<file path="src/rtl/buf_line_arbiter.sv">
// Round-robin owner arbiter for a shared buffered line: grants one of four requesters,
// registers its data bit onto the line and inserts one idle turnaround cycle between owners.
// Optional hold-time limit is compiled in with `define BUF_ARB_TIMEOUT_EN.
module buf_line_arbiter #(
    parameter int MAX_HOLD = 8
) (
    input  logic       CLK,
    input  logic       RST,
    input  logic [3:0] REQ,
    input  logic [3:0] D,
    output logic [3:0] GNT,
    output logic       O,
    output logic       O_EN
);

    typedef enum logic [1:0] {
        IDLE = 2'b00,
        OWN  = 2'b01,
        TURN = 2'b10
    } state_t;

    state_t     state_q, state_d;
    logic [1:0] owner_q, owner_d;
    logic [1:0] ptr_q, ptr_d;
    logic       o_q, o_d;

    logic       arb_valid;
    logic [1:0] arb_idx;
    logic [1:0] arb_cand;
    logic       grant_load;
    logic       timeout_hit;
    logic       own_active;

    // Rotating priority: candidate ptr+1 is highest, ptr itself lowest, so the
    // last owner (which ptr always names) yields to everyone else.
    always_comb begin
        arb_valid = 1'b0;
        arb_idx   = ptr_q;
        arb_cand  = '0;
        for (int k = 4; k >= 1; k--) begin
            arb_cand = ptr_q + 2'(k);
            if (REQ[arb_cand]) begin
                arb_valid = 1'b1;
                arb_idx   = arb_cand;
            end
        end
    end

`ifdef BUF_ARB_TIMEOUT_EN
    localparam int HW = $clog2(MAX_HOLD + 1);
    localparam logic [HW-1:0] HOLD_MAX  = HW'(MAX_HOLD);
    localparam logic [HW-1:0] HOLD_LAST = HW'(MAX_HOLD - 1);

    logic [HW-1:0] hold_q, hold_d;

    // The edge that would bring the count to MAX_HOLD ends the ownership.
    always_comb begin
        timeout_hit = (state_q == OWN) && (hold_q >= HOLD_LAST);
    end

    always_comb begin
        hold_d = hold_q;
        if (grant_load) begin
            hold_d = '0;
        end else if ((state_q == OWN) && (hold_q != HOLD_MAX)) begin
            hold_d = hold_q + 1'b1;
        end
    end

    always_ff @(posedge CLK or posedge RST) begin
        if (RST) begin
            hold_q <= '0;
        end else begin
            hold_q <= hold_d;
        end
    end
`else
    always_comb begin
        timeout_hit = 1'b0;
    end
`endif

    // State register
    always_ff @(posedge CLK or posedge RST) begin
        if (RST) begin
            state_q <= IDLE;
        end else begin
            state_q <= state_d;
        end
    end

    // Next-state logic; TURN arbitrates exactly like IDLE but only after one dead cycle.
    always_comb begin
        state_d    = state_q;
        grant_load = 1'b0;
        case (state_q)
            IDLE, TURN: begin
                if (arb_valid) begin
                    state_d    = OWN;
                    grant_load = 1'b1;
                end else begin
                    state_d = IDLE;
                end
            end
            OWN: begin
                if (!REQ[owner_q] || timeout_hit) begin
                    state_d = TURN;
                end
            end
            default: state_d = IDLE;
        endcase
    end

    always_comb begin
        owner_d = owner_q;
        ptr_d   = ptr_q;
        o_d     = o_q;
        if (grant_load) begin
            owner_d = arb_idx;
            ptr_d   = arb_idx;
            o_d     = D[arb_idx];
        end else if (state_d == OWN) begin
            o_d = D[owner_q];
        end
    end

    always_ff @(posedge CLK or posedge RST) begin
        if (RST) begin
            owner_q <= 2'd0;
            ptr_q   <= 2'd3;
            o_q     <= 1'b0;
        end else begin
            owner_q <= owner_d;
            ptr_q   <= ptr_d;
            o_q     <= o_d;
        end
    end

    // Outputs decode straight from the async-reset state, so RST kills them instantly.
    always_comb begin
        own_active = (state_q == OWN);
        O_EN       = |GNT;
        O          = o_q;
    end

    generate
        for (genvar gi = 0; gi < 4; gi++) begin : g_gnt
            assign GNT[gi] = own_active && (owner_q == 2'(gi));
        end
    endgenerate

endmodule

</file>
<file path="config.mk">
export PLATFORM = sky130hd
export DESIGN_NAME = buf_line_arbiter
export DESIGN_NICKNAME = d
export VERILOG_FILES = /design/src/rtl/buf_line_arbiter.sv
export SDC_FILE = /design/constraint.sdc
export NUM_CORES = 1
export LEC_CHECK = 0
export BUFFER_PORTS_ARGS = -buffer_cell sky130_fd_sc_hd__buf_2
export CORE_AREA = 2 2 39 41
export CTS_BUF_LIST = sky130_fd_sc_hd__clkbuf_4
export DETAILED_ROUTE_END_ITERATION = 8
export DIE_AREA = 0 0 41 43
export PLACE_DENSITY_LB_ADDON = 0.1
export RECOVER_POWER = 25
export SETUP_SLACK_MARGIN = 0.15
export SYNTH_ARGS = -nofsm -noshare
export SYNTH_HDL_FRONTEND = slang
export SYNTH_SLANG_ARGS = --single-unit
</file>
<file path="constraint.sdc">
create_clock -name CLK -period 3.25 [get_ports CLK]
set_input_delay 0.65 -clock CLK [delete_from_list [all_inputs] [get_ports CLK]]
set_output_delay 0.65 -clock CLK [all_outputs]
set_load 0.01 [all_outputs]
</file>
Word-level counts from Yosys, hierarchy flattened
Index checks and enable logic that the tools add are counted.

Add/subtract/negate cells: 3. Mux-type cells: 28. Reduce and logical (&&, ||, !) cells: 9. Equal/unequal tests: 6. Order comparisons: 6.

Operators by type and width (number): $lt 2x3->1 const B (6); $mux 1 (16); $bmux 1 s2 (7); $mux 2 (4); $eq 2x1->1 const B (3); $eq 2x2->1 const B (3); $add 2x2->2 const B (2); $logic_and 1x1->1 (4); $logic_not 2->1 (2); $pmux 2 s2 (1); $reduce_or 4->1 (1); $add 2x1->2 const B (1); $reduce_bool 2->1 (1); $reduce_or 2->1 (1).

Output and inout bits: 6. Input bits: 10. Logic and storage cells: 56. Register bits: 7.

Depth between registers and ports, before layout
Depth after elaboration: 11. Mapped depth: 6.

Least setup slack after synthesis
No wires, ideal clock.

Kind: input to register. Start point: input REQ[3]. End point: register o_q, in the netlist O. Data required time: 3.121 ns. Arrival: 1.635 ns. Stages: 5. Slack: 1.486 ns. Path through: mux4_2 nand2_2 mux2_4 o21ai_2 o211ai_2.

Cells in the longest elaborated chain, start to end: 10. Elaborated cells on any way between the ends: 27. Classes of those cells: eq/ne (1); mux (25); reduce/logical (1).

RTL lines: start, declared (RTL line 9) `input logic [3:0] REQ,`; $bmux 1 s2 (RTL line 42) `if (REQ[arb_cand]) begin`; $mux 1 (not written as such) (RTL line 42); $mux 1 (4 in series) (RTL line 42); $mux 1 (RTL line 98) `if (arb_valid) begin`; $pmux 2 s2 (RTL line 96) `case (state_q)`; $eq 2x1->1 (RTL line 122) `end else if (state_d == OWN) begin`; $reduce_bool 2->1 (no line); end signal, assigned (RTL line 131) `o_q <= 1'b0;`; end signal, assigned (RTL line 135) `o_q <= o_d;`; end, declared (RTL line 25) `logic o_q, o_d;`.

Parallel ways exist; a longest one is shown, timed or not. The select of a mux whose other input is x is not followed. A chain may end at the register's enable or synchronous reset.

Final worst setup path
Start point: register state_q[0]. End point: output GNT[3].

Cells in the longest elaborated chain, start to end: 2.

RTL lines: start, declared (RTL line 22) `state_t state_q, state_d;`; start signal, assigned (RTL line 88) `state_q <= state_d;`; $eq 2x1->1 (RTL line 141) `own_active = (state_q == OWN);`; $logic_and 1x1->1 (RTL line 148) `assign GNT[gi] = own_active && (owner_q == 2'(gi));`; end, declared (RTL line 11) `output logic [3:0] GNT,`.

No other way between the ends.

==> metrics.md <==
| Metric | Value |
|---|---|
| Status | finished clean |
| CP Cell Sequence | nand2b_1 > inv_2 > and3_2 > buf_2 |
| Syn nets | 59 |
| Peak per-stage delay on the critical path | 0.40 ns |
| Power Dens Cells | 958 nW/µm² |
| First-pass DRT Iterations | 6 |
| Post-CTS Resized | 0 |
| DRT antenna net count | 0 |
| Worst hold path class | input port to async pin |
| P_int | 0.350 mW |
| H-tree depth | 1 |
| # rows | 14 |
| Area growth, synth to finish | 20.4% |
| Clock power frac | 14.8% |
| Iteration-0 DRC Markers | 5 |
| CTS tree | done |
| R2r startpoint | owner_q[0] |
| Sum of buffers and inverters on the critical path | 2 |
| CP delay by family, top | flip-flops |
| CP arrival | 1.23 ns |
| Remaining routing DRC violations | 0 |
| Critical Path End Type | output port |
| Total gr overflow | 0 |
| Final number of setup-violating endpoints | 0 |
| Antenna violations before repair | 0 |
| Die W | 41 µm |
| Min Tclk post-route | 1.88 ns |
| Path depth of the worst reg2reg path | 5 |
| Fill count | 133 |
| Seq pwr share | 34.6% |
| Synthesized flop and latch total | 7 |
| Final Hold Vio Count | 0 |
| # hold bufs at CTS | 0 |
| Vias | 431 |
| Leakage | 0.280 nW |
| Unrepaired setup endpoints after global routing | false |
| Avg WL per Cell | 12.1 µm |
| Die height | 43 µm |
| Share of cells above drive strength 1 | 48.5% |
| Setup crit start kind | register |
| VDD IR-drop max | 0.507 mV |
| Tot GR Track Use | 13.8% |
| Comb power frac | 50.6% |
| YS warnings | 0 |
| Synth unique cells | 27 |
| Cells after Synth | 49 |
| Clock transition at the registers of the reported paths | 0.05 ns |
| Most frequent cells in the layout | 15 x buf_2, 5 x dfrtp_1, 5 x nor2_1 |
| Final nets | 77 |
| Fmax | 0.533 GHz |
| Pin count of the biggest net entering global routing | 9 |
| Hold Slack | 0.314 ns |
| RR Endpoint | O |
| Post-CTS Setup Bufs | 0 |
| Switching pwr | 0.230 mW |
| Worst rel slew slack | 66.8% |
| Vias in the first global route | 374 |
| CTS Sinks | 7 |
| Avg Cell Area, Syn | 10.3 µm² |
| # diodes | 0 |
| IO buf count | 15 |
| DRT Wirelength | 992 µm |
| Fin Clk Skew | 0.00291 ns |
| Io pins | 16 |
| Full die area | 1760 µm² |
| GPL Wtd Cong | 0.684 |
| Post-synthesis sequential area ratio | 35.3% |
| Pins Over Slew Limit | 0 |
| Crit Path Class | register to output port |
| First-pass GRT wire length | 1.59 mm |
| Maxcap violations | 0 |
| Initial Util | 36.3% |
| Clock latency on the worst-skew pair | 0.25 ns |
| Core area | 1380 µm² |
| Most common cell after layout, fill and taps aside | buf_2 |
| Slowest stage cell, crit path | dfrtp_1 |
| Worst-margin pin slew | 0.496 ns |
| CTS Buf Count | 3 |
| Multi-input gate area | 295 µm² |
| Via/cell ratio | 5.26 |
| Net Sw Frac | 39.7% |
| Clock Tree Root | clkbuf_4 |
| Seq. cell area | 178 µm² |
| Fin Setup TNS | 0 ns |
| Tcrit/Tclk final | 57.7% |
| Crit path required time | 2.60 ns |
| Clk buf depth | 2 |
| Netlist Area Pre-Place | 503 µm² |
| Reg-to-reg setup timing slack | 1.50 ns |
| CP max FO | 4 |
sequential cells by signal, indices dropped and copies added (netlist names):
signal	count
ptr_q	2
owner_q	2
state_q	2
O	1
cell usage after synthesis:
cell      count  area [µm²]
buf_6         2        22.5
a21o_1        1        7.51
nor2_1        5        18.8
mux2_2        1        11.3
o21a_1        4        30.0
dfstp_2       2        52.6
a31oi_1       1        6.26
inv_1         1        3.75
a21oi_1       1        5.00
mux2_4        1        15.0
mux2i_1       2        20.0
and3_2        1        7.51
a211oi_2      1        12.5
inv_2         1        3.75
nor3b_1       1        7.51
nand2_1       3        11.3
dfrtp_1       5         125
nor3_1        2        10.0
mux4_2        2        45.0
nand2b_1      4        25.0
nand3_1       2        10.0
nand2_2       1        6.26
nand3b_1      1        7.51
o211ai_2      1        12.5
nor4_2        1        12.5
o21ai_2       1        8.76
o21ai_0       1        5.00
power groups by stage:
stage / Combinational (mW) / Clock [mW] / Sequential [mW]
final: 0.293 / 0.0856 / 0.201
after global routing: 0.324 / 0.0965 / 0.209
after CTS: 0.298 / 0.0898 / 0.201
after detailed placement: 0.296 / 0 / 0.203
after global placement: 0.297 / 0 / 0.205
after floorplan: 0.270 / 0 / 0.172
final cells by class:
type | count | area share, %
clock buffers | 4 | 4.96
multi-input cells | 38 | 48.8
inverters | 2 | 1.24
flip-flops and latches | 7 | 29.3
repair buffers | 15 | 12.4
well taps | 16 | 3.31
kinds of logic after synthesis:
kind of cell,after synthesis,synth area share (%)
simple gates,21,23.1
mux,6,18.2
buf+inv,4,5.97
compound gates,11,17.4
flops,7,35.3
routing by layer:
metal / vias to the layer above / part of all wire, % / global-route usage [%]
li1: 214 / - / -
met1: 203 / 44 / 15.7
met2: 10 / 48 / 20.3
met3: 4 / 5.7 / 6.28
met4: 0 / 2.0 / 8.00
met5: - / 0 / 0
metrics by stage:
step	area, µm²	cells	util [%]	worst slack [ns]	total power, mW
floorplan	503	49	-	1.49	0.442
global placement	576	78	41.6	1.32	0.501
detailed placement	576	78	41.6	1.28	0.499
CTS	606	82	43.8	1.36	0.589
global route	606	82	43.8	1.28	0.630
finish	606	82	43.8	1.37	0.580
how the worst max path moves through the flow:
| stage | startpoint | to | slack (ns) | cells past startpoint |
|---|---|---|---|---|
| CTS | state_q[0] | GNT[3] | 1.36 | 4 |
| detailed placement | REQ[3] | O | 1.28 | 6 |
| global route | state_q[0] | GNT[3] | 1.28 | 4 |
| floorplan | REQ[3] | O | 1.49 | 5 |
| finish | state_q[0] | GNT[3] | 1.37 | 4 |
| global placement | REQ[3] | O | 1.32 | 6 |
(Power assumes the default switching activity.)
